File: src/rtl/gcd_job_sequencer.sv
// Front-end job controller for the GCD engine: operand capture, Start/Ack/CEN
// handshake, run timing with timeout abort, result latch. Optional STEP_EN build
// makes CEN a registered copy of the Step pulse for single-stepping the engine.
module gcd_job_sequencer #(
  parameter logic [15:0] TIMEOUT = 16'd1000
) (
  input  logic        Clk,
  input  logic        Reset,
  input  logic [7:0]  Sw,
  input  logic        Load,
  input  logic        Go,
  input  logic        Clear,
  input  logic        Step,
  input  logic        q_I,
  input  logic        q_Done,
  input  logic [7:0]  AB_GCD,
  output logic [7:0]  Ain,
  output logic [7:0]  Bin,
  output logic        Start,
  output logic        Ack,
  output logic        CEN,
  output logic        GcdRst,
  output logic [7:0]  Result,
  output logic        ResultValid,
  output logic        Busy,
  output logic        Error,
  output logic [15:0] Cycles,
  output logic [6:0]  State
);

  typedef enum logic [7:0] {
    S_LOAD_A = 8'b0000_0001,
    S_LOAD_B = 8'b0000_0010,
    S_READY  = 8'b0000_0100,
    S_RUN    = 8'b0000_1000,
    S_ACK    = 8'b0001_0000,
    S_SHOW   = 8'b0010_0000,
    S_DRAIN  = 8'b0100_0000,
    S_ERR    = 8'b1000_0000
  } state_t;

  state_t st, nxt;
  logic   ld_a, ld_b, zero_cyc, cap_res, set_rv, clr_rv, abort;
  logic   cnt_en;

`ifdef STEP_EN
  logic cen_q;
  always_ff @(posedge Clk or posedge Reset)
    if (Reset) cen_q <= 1'b0;
    else       cen_q <= Step;
  assign CEN = cen_q;
`else
  logic unused_step;
  assign unused_step = Step;
  assign CEN = 1'b1;
`endif

  always_ff @(posedge Clk or posedge Reset)
    if (Reset) st <= S_LOAD_A;
    else       st <= nxt;

  always_comb begin
    nxt      = st;
    ld_a     = 1'b0;
    ld_b     = 1'b0;
    zero_cyc = 1'b0;
    cap_res  = 1'b0;
    set_rv   = 1'b0;
    clr_rv   = 1'b0;
    abort    = 1'b0;
    if (Clear) begin
      nxt   = S_LOAD_A;
      abort = (st == S_RUN);
    end else begin
      case (st)
        S_LOAD_A: if (Load) begin ld_a = 1'b1; clr_rv = 1'b1; nxt = S_LOAD_B; end
        S_LOAD_B: if (Load) begin ld_b = 1'b1; nxt = S_READY; end
        S_READY:
          if (Go) begin
            // a zero operand would never converge in the engine
            if (Ain == 8'd0 || Bin == 8'd0) nxt = S_ERR;
            else begin zero_cyc = 1'b1; nxt = S_RUN; end
          end
        S_RUN:
          if (q_Done) begin
            cap_res = 1'b1;
            nxt     = S_ACK;
          end else if (Cycles == TIMEOUT) begin
            abort = 1'b1;
            nxt   = S_ERR;
          end
        S_ACK: begin set_rv = 1'b1; nxt = S_SHOW; end
        S_SHOW:
          if (Go) begin
            zero_cyc = 1'b1;
            nxt      = S_RUN;
          end else if (Load) begin
            ld_a   = 1'b1;
            clr_rv = 1'b1;
            nxt    = S_LOAD_B;
          end
        S_DRAIN: nxt = S_ERR;
        S_ERR:   if (Load) begin ld_a = 1'b1; nxt = S_LOAD_B; end
        default: nxt = S_ERR;
      endcase
    end
  end

  // Count every enabled RUN cycle, including the one that samples q_Done.
  assign cnt_en = (st == S_RUN) && CEN && !abort && (Cycles != 16'hFFFF);

  always_ff @(posedge Clk or posedge Reset)
    if (Reset) begin
      Ain         <= 8'd0;
      Bin         <= 8'd0;
      Result      <= 8'd0;
      Cycles      <= 16'd0;
      ResultValid <= 1'b0;
      Ack         <= 1'b0;
      GcdRst      <= 1'b0;
    end else begin
      if (ld_a)    Ain    <= Sw;
      if (ld_b)    Bin    <= Sw;
      if (cap_res) Result <= AB_GCD;
      if (zero_cyc)    Cycles <= 16'd0;
      else if (cnt_en) Cycles <= Cycles + 16'd1;
      if (clr_rv)      ResultValid <= 1'b0;
      else if (set_rv) ResultValid <= 1'b1;
      Ack    <= (nxt == S_ACK);
      GcdRst <= abort;
    end

  assign Start = (st == S_RUN) && q_I;
  assign Busy  = (st == S_RUN) || (st == S_ACK) || (st == S_DRAIN);
  assign Error = (st == S_ERR);
  assign State = {st[7], st[6], st[5], st[4], st[3], st[2], st[0]};

endmodule

File: config.mk
export PLATFORM = sky130hd
export DESIGN_NAME = gcd_job_sequencer
export DESIGN_NICKNAME = d
export VERILOG_FILES = /design/src/rtl/gcd_job_sequencer.sv
export SDC_FILE = /design/constraint.sdc
export NUM_CORES = 1
export LEC_CHECK = 0
export BUFFER_PORTS_ARGS = -buffer_cell sky130_fd_sc_hd__buf_2
export CAP_MARGIN = 20
export CORE_UTILIZATION = 47
export DETAILED_ROUTE_END_ITERATION = 7
export PLACE_DENSITY = 0.76
export SYNTH_ARGS = -nofsm -noshare
export SYNTH_HDL_FRONTEND = slang
export SYNTH_SLANG_ARGS = --single-unit
File: constraint.sdc
create_clock -name Clk -period 2.4 [get_ports Clk]
set_clock_uncertainty 0.2 [all_clocks]
set_input_delay 0.36 -clock Clk [delete_from_list [all_inputs] [get_ports Clk]]
set_output_delay 0.36 -clock Clk [all_outputs]
set_load 0.02 [all_outputs]
==> flow_summary.yaml, run 1 <==
finish:
  areaGrowthSynthToFinish_pct: 33.1
  num-fill-cells: 472
  antenna_cells: 0
  post_route_cells_drive_above_1_share_pct: 44.2
  layout_common_cells: "72 x buf_2, 50 x dfrtp_1, 38 x nand2_1"
  mostFrequentLayoutCell: "buf_2"
  final_net_count: 396
yosys:
  asyncSetResetFlopFracSynth_pct: 100
  syn-cell-area_mm2: 0.00269
  synth.distinct_cells: 50
  netlist_instances: 277
  number_of_flops_mapped_to_enable_cells_by_yosys: 0
  synth_nets: 303
  yosysWarningCount: 0
  synth.yosys.seq_area_share_pct: 47.5
  mapped_avg_cell_area_um2: 9.72
  ys_ff_latch: 51
  ys.flop_type: "dfrtp_1"
floorplanning:
  num_io_pins: 78
  dieArea_mm2: 0.00603
  core_area_mm2: 0.00551
  die-height_um: 77.7
  initial_core_utilization_pct: 48.9
  floorplan.rows: 27
  die_x_um: 77.7
route:
  ant_nets: 0
  drcViolationCount: 0
  routed_wire_length_per_instance_um: 15.7
  detailedRoute.firstPassIterationCount: 5
  routed_wl_um: 6950
  drt_iter0_drc: 158
  via_count: 2463
  avgViaCountPerCell: 5.56
pwr:
  power_leakage_nw: 1.73
  power.density_mw_per_mm2: 509
  finalPower_mw: 1.82
  max-vdd-ir-drop_v: 0.000290
placed_design:
  place_hpwl_um: 4580
  finalWeightedCongestion: 0.883
  place.port_buffers: 75
worst_setup_path:
  cp.arrival_ns: 1.92
  timing.rr.end: "Cycles[9]"
  critPathKind: "reg -> out"
  regToRegStartpoint: "st[4]"
  critical_path.startpoint_type: "flop"
  worst_r2r_path_depth: 7
  minimum_setup_slack_among_reg_to_reg_paths_ns: -0.06
  critical_path_peak_fanout: 2
  critical_path.endpoint_type: "output pin"
  worstPathRequired_ns: 1.84
timing:
  finalSetupViolCount: 7
  tightest_slew_ns: 0.538
  slew_headroom_pct: 63.8
  final-hold-violation-count: 0
  maxClockFrequency_ghz: 0.403
  timing.final.crit_share_pct: 103
  period_needed_ns: 2.48
  drv_slew: 0
  rsz_0062_raised_after_global_routing: "true"
  fin_tns_setup_ns: -0.265
  postLayoutSetupSlackWorst_ns: -0.0837
  hold-worst-slack_ns: 0.0396
min_path:
  worstHoldPathType: "in -> reg"
  holdPathStages: 3
  endpoint_of_the_worst_hold_path: "Result[0]"
  hold_path_startpoint: "AB_GCD[0]"
cts:
  clock_path_buffers: 2
  cts.root.buffer_cell: "clkbuf_8"
  worst_skew_pair.late_latency_ns: 0.31
  tritoncts: "yes"
  clock_sinks: 51
  numCtsBuffers: 5
  cts.htree.levels: 2
  clk_transition_reported_paths_ns: 0.10
status:
  status: "finished, violations left"
  failed_checks: "negative setup slack"
grt:
  via_count_of_the_first_global_routing_pass: 2285
  maximum_number_of_pins_on_one_net_before_global_route_repair: 29
  antenna_violations_before_repair: 0
  grt.overflow.total: 0
  first_pass_grt_wire_length_um: 11000
  global_route.usage.total_pct: 23.1
job:
  cap_viol_max_count: 0
==> flip-flops by register name, indices dropped and copies added, names as in the netlist <==
signal	flops
ResultValid	1
GcdRst	1
Cycles	16
Ain	8
Bin	8
Result	8
Ack	1
st	8
==> power breakdown <==
| group | internal, mW | switching (mW) |
|---|---|---|
| Sequential | 0.914 | 0.0478 |
| Combinational | 0.134 | 0.192 |
| Clock | 0.236 | 0.298 |
==> how the worst max path moves through the flow <==
| stage | from | to | slack (ns) | cells after the start |
|---|---|---|---|---|
| after floorplan | Cycles[1] | Cycles[1] | 0.10 | 7 |
| after global placement | st[4] | Ain[4] | 0.05 | 5 |
| after detailed placement | st[4] | Ain[4] | 0.005 | 5 |
| after CTS | st[6] | Start | -0.05 | 6 |
| after global routing | st[6] | Start | -0.14 | 6 |
| final | st[6] | Start | -0.08 | 6 |
==> area by class of cell <==
type | instances | area, µm² | share of cell area (%)
Clock buffer | 6 | 82.6 | 2.31
Clock inverter | 2 | 16.3 | 0.454
Inverter | 10 | 37.5 | 1.05
Multi-Input combinational cell | 198 | 1420 | 39.7
Sequential cell | 51 | 1280 | 35.7
Tap cell | 72 | 90.1 | 2.51
Timing Repair Buffer | 104 | 654 | 18.3
==> kinds of logic after synthesis <==
| kind of cell | share of synthesized area (%) |
|---|---|
| multiplexers | 7.07 |
| buffers and inverters | 5.39 |
| AO/OA/AOI/OAI | 11.0 |
| flip-flops | 47.5 |
| XOR/XNOR | 1.95 |
| other | 0.279 |
| adder cells (fa/ha/maj) | 0.930 |
| AND/OR/NAND/NOR | 25.9 |
==> synthesized netlist by cell type (2+ instances only) <==
master	instances	area (µm²)
conb_1	2	7.51
or3_1	12	75.1
nor4_1	8	50.1
nand2_1	39	146
or2_2	2	12.5
ha_1	2	25.0
and3_1	4	25.0
xor2_1	3	26.3
or4_1	10	75.1
inv_1	10	37.5
o31ai_1	5	37.5
dfrtp_1	50	1250
a31oi_1	2	12.5
a21oi_1	16	80.1
o21ai_0	12	60.1
nand4_1	6	37.5
xnor2_1	3	26.3
buf_4	8	60.1
nor2_1	12	45.0
mux2_2	15	169
nor4b_1	3	26.3
nand2b_1	4	25.0
buf_2	5	25.0
nand3_1	7	35.0
nor3_1	6	30.0
o211ai_1	2	15.0
clkbuf_1	6	22.5
==> worst max-delay path, cell delays in order, from the launching register on <==
cell and delay, ns:
dfrtp_1 0.41, buf_6 0.12, or4_4 0.54, nor4_4 0.16, buf_4 0.15, and2_4 0.13
buf_6 0.11
==> layer usage <==
| metal | vias up | track usage [%] | wire length (µm) |
|---|---|---|---|
| li1 | 1182 | - | - |
| met4 | 0 | 6.79 | 104 |
| met5 | - | 0 | 0 |
| met3 | 9 | 4.12 | 342 |
| met1 | 1186 | 31.6 | 3030 |
| met2 | 86 | 37.5 | 3470 |
==> metrics by stage <==
step	utilization [%]	cell area [µm²]	setup slack, ns	instances
after CTS	62.3	3430	-0.0482	439
after global placement	58.4	3220	0.0499	423
final	65.1	3580	-0.0837	443
after detailed placement	58.4	3220	0.00544	423
after global routing	65.1	3580	-0.138	443
after floorplan	-	2700	0.103	277
==> what timing repair did <==
action	CTS	global route
pin swaps	8	14
resized for setup	14	27
hold buffers	1	0
setup endpoints to repair	4	32
setup buffers	7	3
gates cloned	0	1
hold endpoints to repair	23	0
Power figures use the tool's default switching activity.
==> inputs of run 2 (changes only) <==
CORE_ASPECT_RATIO = 0.9   (was default)
==> run 2 against run 1 <==
The flow still finishes with violations (negative setup slack). Global-route usage grew 0.31 points. Wire length is essentially flat. Cell area shrank 1.9%. Register-to-register slack gained 0.07 ns. Worst hold slack gained 0.016 ns. Utilization grew 0.25 points. Worst setup slack gained 0.017 ns. Critical path type unchanged.
==> flow_summary.yaml, run 2 (synthesis gave the netlist of run 1 again) <==
timing:
  postLayoutSetupSlackWorst_ns: -0.0667
  finalSetupViolCount: 1
  slew_headroom_pct: 64.6
  rsz_0062_raised_after_global_routing: "true"
  tightest_slew_ns: 0.531
  drv_slew: 0
  maxClockFrequency_ghz: 0.405
  period_needed_ns: 2.47
  final-hold-violation-count: 0
  timing.final.crit_share_pct: 103
floorplanning:
  die_x_um: 81.8
  floorplan.rows: 25
  die-height_um: 73.8
  initial_core_utilization_pct: 50.0
  num_io_pins: 78
  core_area_mm2: 0.00538
  dieArea_mm2: 0.00603
min_path:
  holdPathStages: 3
  endpoint_of_the_worst_hold_path: "Result[1]"
  hold_path_startpoint: "AB_GCD[1]"
  worstHoldPathType: "in -> reg"
worst_setup_path:
  critical_path.endpoint_type: "output pin"
  critPathKind: "reg -> out"
  critical-path-top-cell-by-count: "buf_6"
  cp.arrival_ns: 1.91
  critical_path.startpoint_type: "flop"
  critical_path_peak_fanout: 7
  slowest_stage: "or4_4"
  cp_cell_sequence: "buf_6 > or4_4 > nor4_4 > buf_4 > and2_4 > buf_6"
  path_buf_inv: 3
  worstPathRequired_ns: 1.84
  regToRegStartpoint: "st[5]"
  timing.rr.end: "Cycles[7]"
  worst_path_dominant_cell_family: "simple AND/OR/NAND/NOR gates"
  crit_path_max_incr_delay_ns: 0.52
  worst_r2r_path_depth: 7
  minimum_setup_slack_among_reg_to_reg_paths_ns: 0.01
placed_design:
  detailed_place.area_mm2: 0.00324
  place.port_buffers: 75
  finalWeightedCongestion: 0.865
  detailedPlace.worstSlack_ns: 0.0828
  place_hpwl_um: 5060
finish:
  register_bank_with_the_most_flops: "Cycles"
  num-fill-cells: 448
  final_net_count: 395
  ff_latch_area_mm2: 0.00128
  max_ffs_per_register: 16
  post-route-cell-area_mm2: 0.00351
  areaGrowthSynthToFinish_pct: 30.5
  layout_common_cells: "72 x buf_2, 48 x dfrtp_1, 39 x nand2_1"
  mostFrequentLayoutCell: "buf_2"
  post_route_cells_drive_above_1_share_pct: 42.2
  postLayoutCoreUtil_pct: 65.3
  antenna_cells: 0
  area_of_combinational_cells_with_multiple_inputs_mm2: 0.00138
grt:
  antenna_violations_before_repair: 0
  first_pass_grt_wire_length_um: 10700
  global_route.usage.total_pct: 23.4
  maximum_number_of_pins_on_one_net_before_global_route_repair: 28
  via_count_of_the_first_global_routing_pass: 2269
  grt.overflow.total: 0
route:
  drt_iter0_drc: 134
  routed_wire_length_per_instance_um: 15.9
  drcViolationCount: 0
  avgViaCountPerCell: 5.61
  routed_wl_um: 6940
  detailedRoute.firstPassIterationCount: 4
  ant_nets: 0
  via_count: 2450
cts:
  clock_path_buffers: 2
  clock_sinks: 51
  worst_skew_pair.late_latency_ns: 0.29
  cts.root.buffer_cell: "clkbuf_8"
  clk_transition_reported_paths_ns: 0.09
  numCtsBuffers: 5
  cts.htree.levels: 2
  tritoncts: "yes"
pwr:
  power.density_mw_per_mm2: 498
  power_leakage_nw: 1.70
  max-vdd-ir-drop_v: 0.000546
status:
  status: "finished, violations left"
  failed_checks: "negative setup slack"
job:
  cap_viol_max_count: 0
-- run 2: repair_timing --
item,4_1_cts,5_1_grt
hold buffers,1,0
pin swaps,3,6
endpoints found under the setup margin,3,18
setup buffers,2,5
endpoints found under the hold margin,24,0
gates resized for setup,9,23
-- run 2: per-layer routing --
metal	vias to the layer above	global-route usage, %	share of wire [%]
met5	-	0	0
met4	0	7.99	0.66
met3	4	2.98	4.3
met2	81	36.7	48
met1	1190	33.4	47
li1	1175	-	-
-- run 2: worst max-delay path by stage --
| stage | cells after the start | endpoint | slack (ns) | start |
|---|---|---|---|---|
| floorplan | 7 | Cycles[1] | 0.10 | Cycles[1] |
| global placement | 6 | Ain[4] | 0.09 | st[4] |
| detailed placement | 7 | Result[0] | 0.08 | st[4] |
| CTS | 6 | Start | -0.08 | st[4] |
| global route | 6 | Start | -0.12 | st[5] |
| finish | 6 | Start | -0.07 | st[5] |
-- run 2: layout make-up --
cell class | instances | share of cell area (%)
well taps | 67 | 2.39
inverters | 10 | 1.07
repair buffers | 104 | 18.5
clock buffers | 7 | 2.17
clock inverters | 1 | 0.214
multi-input cells | 197 | 39.2
flip-flops and latches | 51 | 36.4
-- run 2: worst register-to-register path, delay by kind of cell (launching register included) --
kind                   cells  cell delay (ns)
and+or+nand+nor            3             1.08
DFF                        1             0.40
buffers and inverters      2             0.33
AOI/OAI and AO/OA          2             0.31
-- run 2: stage by stage --
| step | setup TNS [ns] | hold slack (ns) | power (mW) | cells |
|---|---|---|---|---|
| 2_1_floorplan | 0 | 0.273 | 1.16 | 277 |
| 3_3_place_gp | 0 | 0.227 | 1.27 | 422 |
| 3_5_place_dp | 0 | 0.235 | 1.28 | 422 |
| 4_1_cts | -0.0778 | 0.0468 | 1.76 | 432 |
| 5_1_grt | -0.491 | 0.0460 | 1.82 | 437 |
| 6_report | -0.0667 | 0.0554 | 1.75 | 437 |
-- run 2: power by group --
part | leakage [nW] | internal [mW] | switching, mW
sequential | 0.675 | 0.914 | 0.0512
combinational | 0.990 | 0.130 | 0.184
clock | 0.0385 | 0.207 | 0.265
total | 1.70 | 1.25 | 0.500
==> inputs of run 3 (changes only) <==
CORE_UTILIZATION = 40   (was 47)
PLACE_DENSITY = 0.67   (was 0.76)
==> run 3 against run 2 <==
The flow still finishes with violations (negative setup slack). Cell area fell by 0.64%. Clock power increased by 51%. Worst hold slack worse by 0.0093 ns. First-iteration DRC count shrank 23%. Register-to-register slack gained 0.08 ns. Wire length fell by 4.2%. Critical endpoint unchanged.
==> flow_summary.yaml, run 3 (synthesis gave the netlist of run 1 again) <==
status:
  status: "finished, violations left"
  failed_checks: "negative setup slack"
worst_setup_path:
  timing.rr.end: "Cycles[15]"
  slowest_stage: "or4_4"
  worstPathRequired_ns: 1.84
  worst_r2r_path_depth: 6
  regToRegStartpoint: "st[7]"
  critPathKind: "reg -> out"
  cp_cell_sequence: "buf_6 > or4_4 > nor4_4 > buf_4 > and2_4 > buf_6"
  critical_path.startpoint_type: "flop"
  critical_path.endpoint_type: "output pin"
  path_buf_inv: 3
  critical-path-top-cell-by-count: "buf_6"
  critical_path_peak_fanout: 4
  minimum_setup_slack_among_reg_to_reg_paths_ns: 0.09
  crit_path_max_incr_delay_ns: 0.51
  worst_path_dominant_cell_family: "simple AND/OR/NAND/NOR gates"
  cp.arrival_ns: 1.88
grt:
  first_pass_grt_wire_length_um: 11000
  grtUsageMet1_pct: 28.9
  antenna_violations_before_repair: 0
  maximum_number_of_pins_on_one_net_before_global_route_repair: 29
  use_met3_pct: 4.03
  globalRouteMet2Util_pct: 30.3
  via_count_of_the_first_global_routing_pass: 2275
  global_route.usage.total_pct: 20.3
  top_usage_layer: "met2"
  grt.overflow.total: 0
pwr:
  sw_frac_of_total_pct: 26.4
  power_leakage_nw: 1.70
  sequentialPowerShare_pct: 48.5
  logic_pwr_share_pct: 15.8
  power.density_mw_per_mm2: 569
  finalPower_mw: 1.99
  max-vdd-ir-drop_v: 0.000393
  int_pwr_mw: 1.46
  p_clk_share_pct: 35.7
  netSwitchingPower_mw: 0.525
cts:
  cts.root.buffer_cell: "clkbuf_8"
  worst_skew_pair.late_latency_ns: 0.31
  numCtsBuffers: 5
  clock_sinks: 51
  clk_transition_reported_paths_ns: 0.09
  cts.htree.levels: 2
  tritoncts: "yes"
  clock_path_buffers: 2
placed_design:
  place.port_buffers: 75
  dp.cells: 440
  finalWeightedCongestion: 0.864
  place_hpwl_um: 5020
route:
  ant_nets: 0
  routed_wire_length_per_instance_um: 14.6
  drcViolationCount: 0
  routed_wl_um: 6650
  detailedRoute.firstPassIterationCount: 4
  via_count: 2408
  drt_iter0_drc: 103
  avgViaCountPerCell: 5.30
finish:
  final-instance-count-excl-fill: 454
  final_net_count: 392
  mostFrequentLayoutCell: "buf_2"
  ff_latch_area_mm2: 0.00128
  antenna_cells: 0
  areaGrowthSynthToFinish_pct: 29.7
  post_route_cells_drive_above_1_share_pct: 38.7
  num-fill-cells: 608
  register_bank_with_the_most_flops: "Cycles"
  layout_common_cells: "73 x buf_2, 48 x dfrtp_1, 39 x nand2_1"
  max_ffs_per_register: 16
  area_of_combinational_cells_with_multiple_inputs_mm2: 0.00132
timing:
  final-hold-violation-count: 0
  maxClockFrequency_ghz: 0.410
  rsz_0062_raised_after_global_routing: "true"
  hold-worst-slack_ns: 0.0461
  slew_headroom_pct: 57.6
  finalSetupViolCount: 2
  postLayoutSetupSlackWorst_ns: -0.0390
  period_needed_ns: 2.44
  tightest_slew_ns: 0.629
  timing.final.crit_share_pct: 102
  drv_slew: 0
floorplanning:
  core_area_mm2: 0.00632
  dieArea_mm2: 0.00706
  die_x_um: 88.5
  die-height_um: 79.8
  num_io_pins: 78
  floorplan.rows: 27
  initial_core_utilization_pct: 42.6
min_path:
  worstHoldPathType: "in -> reg"
  hold_path_startpoint: "AB_GCD[2]"
  endpoint_of_the_worst_hold_path: "Result[2]"
  holdPathStages: 3
job:
  cap_viol_max_count: 0
-- run 3: cell types whose count changed in the layout (fill, tap and decap cells not counted), sizes merged --
cell / change
bufinv: +2
clkbuf: -2
buf: -3
-- run 3: worst max-delay path by stage --
| stage | start | end | cells past startpoint |
|---|---|---|---|
| global route | st[5] | Start | 6 |
| finish | st[5] | Start | 6 |
| detailed placement | st[4] | Ain[4] | 6 |
| CTS | st[5] | Start | 6 |
| floorplan | Cycles[1] | Cycles[1] | 7 |
| global placement | st[4] | Ain[4] | 6 |
-- run 3: repair_timing --
action / CTS / global route
pin swaps: 1 / 4
setup buffers: 1 / 4
hold endpoints to repair: 22 / 0
hold buffers: 1 / 0
resized for setup: 8 / 5
setup endpoints to repair: 4 / 28
-- run 3: per-stage QoR --
| stage | setup TNS [ns] | worst slack [ns] | utilization [%] | instance area, µm² |
|---|---|---|---|---|
| 2_1_floorplan | 0 | 0.103 | - | 2700 |
| 3_3_place_gp | 0 | 0.0582 | 51.4 | 3250 |
| 3_5_place_dp | -0.00158 | -0.00158 | 51.4 | 3250 |
| 4_1_cts | -0.429 | -0.171 | 54.5 | 3440 |
| 5_1_grt | -0.231 | -0.123 | 55.3 | 3490 |
| 6_report | -0.0472 | -0.0390 | 55.3 | 3490 |
-- run 3: area by class of cell --
class                      instances  share of cell area [%]
timing repair buffer             101                    17.5
inverter                          10                    1.08
tap                               87                    3.12
multi-input combinational        197                    37.7
clock buffer                       5                    1.97
sequential                        51                    36.7
clock inverter                     3                    1.94
-- run 3: power by group through the flow --
| stage | combinational (mW) | sequential [mW] | clock [mW] |
|---|---|---|---|
| floorplan | 0.128 | 1.03 | 0 |
| global placement | 0.299 | 0.977 | 0 |
| detailed placement | 0.306 | 0.978 | 0 |
| CTS | 0.313 | 0.962 | 0.728 |
| global route | 0.340 | 0.971 | 0.767 |
| finish | 0.314 | 0.963 | 0.709 |
-- run 3: worst reg2reg max path, cell delays in order, from the launching register on --
cell	delay, ns
dfrtp_2	0.46
buf_4	0.16
or4b_2	0.64
nor4_1	0.27
nor4b_2	0.28
xnor2_1	0.15
nor2_1	0.05
-- run 3: per-layer routing --
layer	wire length [µm]	part of all wire [%]
met1	3060	46
met2	3190	48
met3	303	4.6
met4	90	1.4
met5	0	0
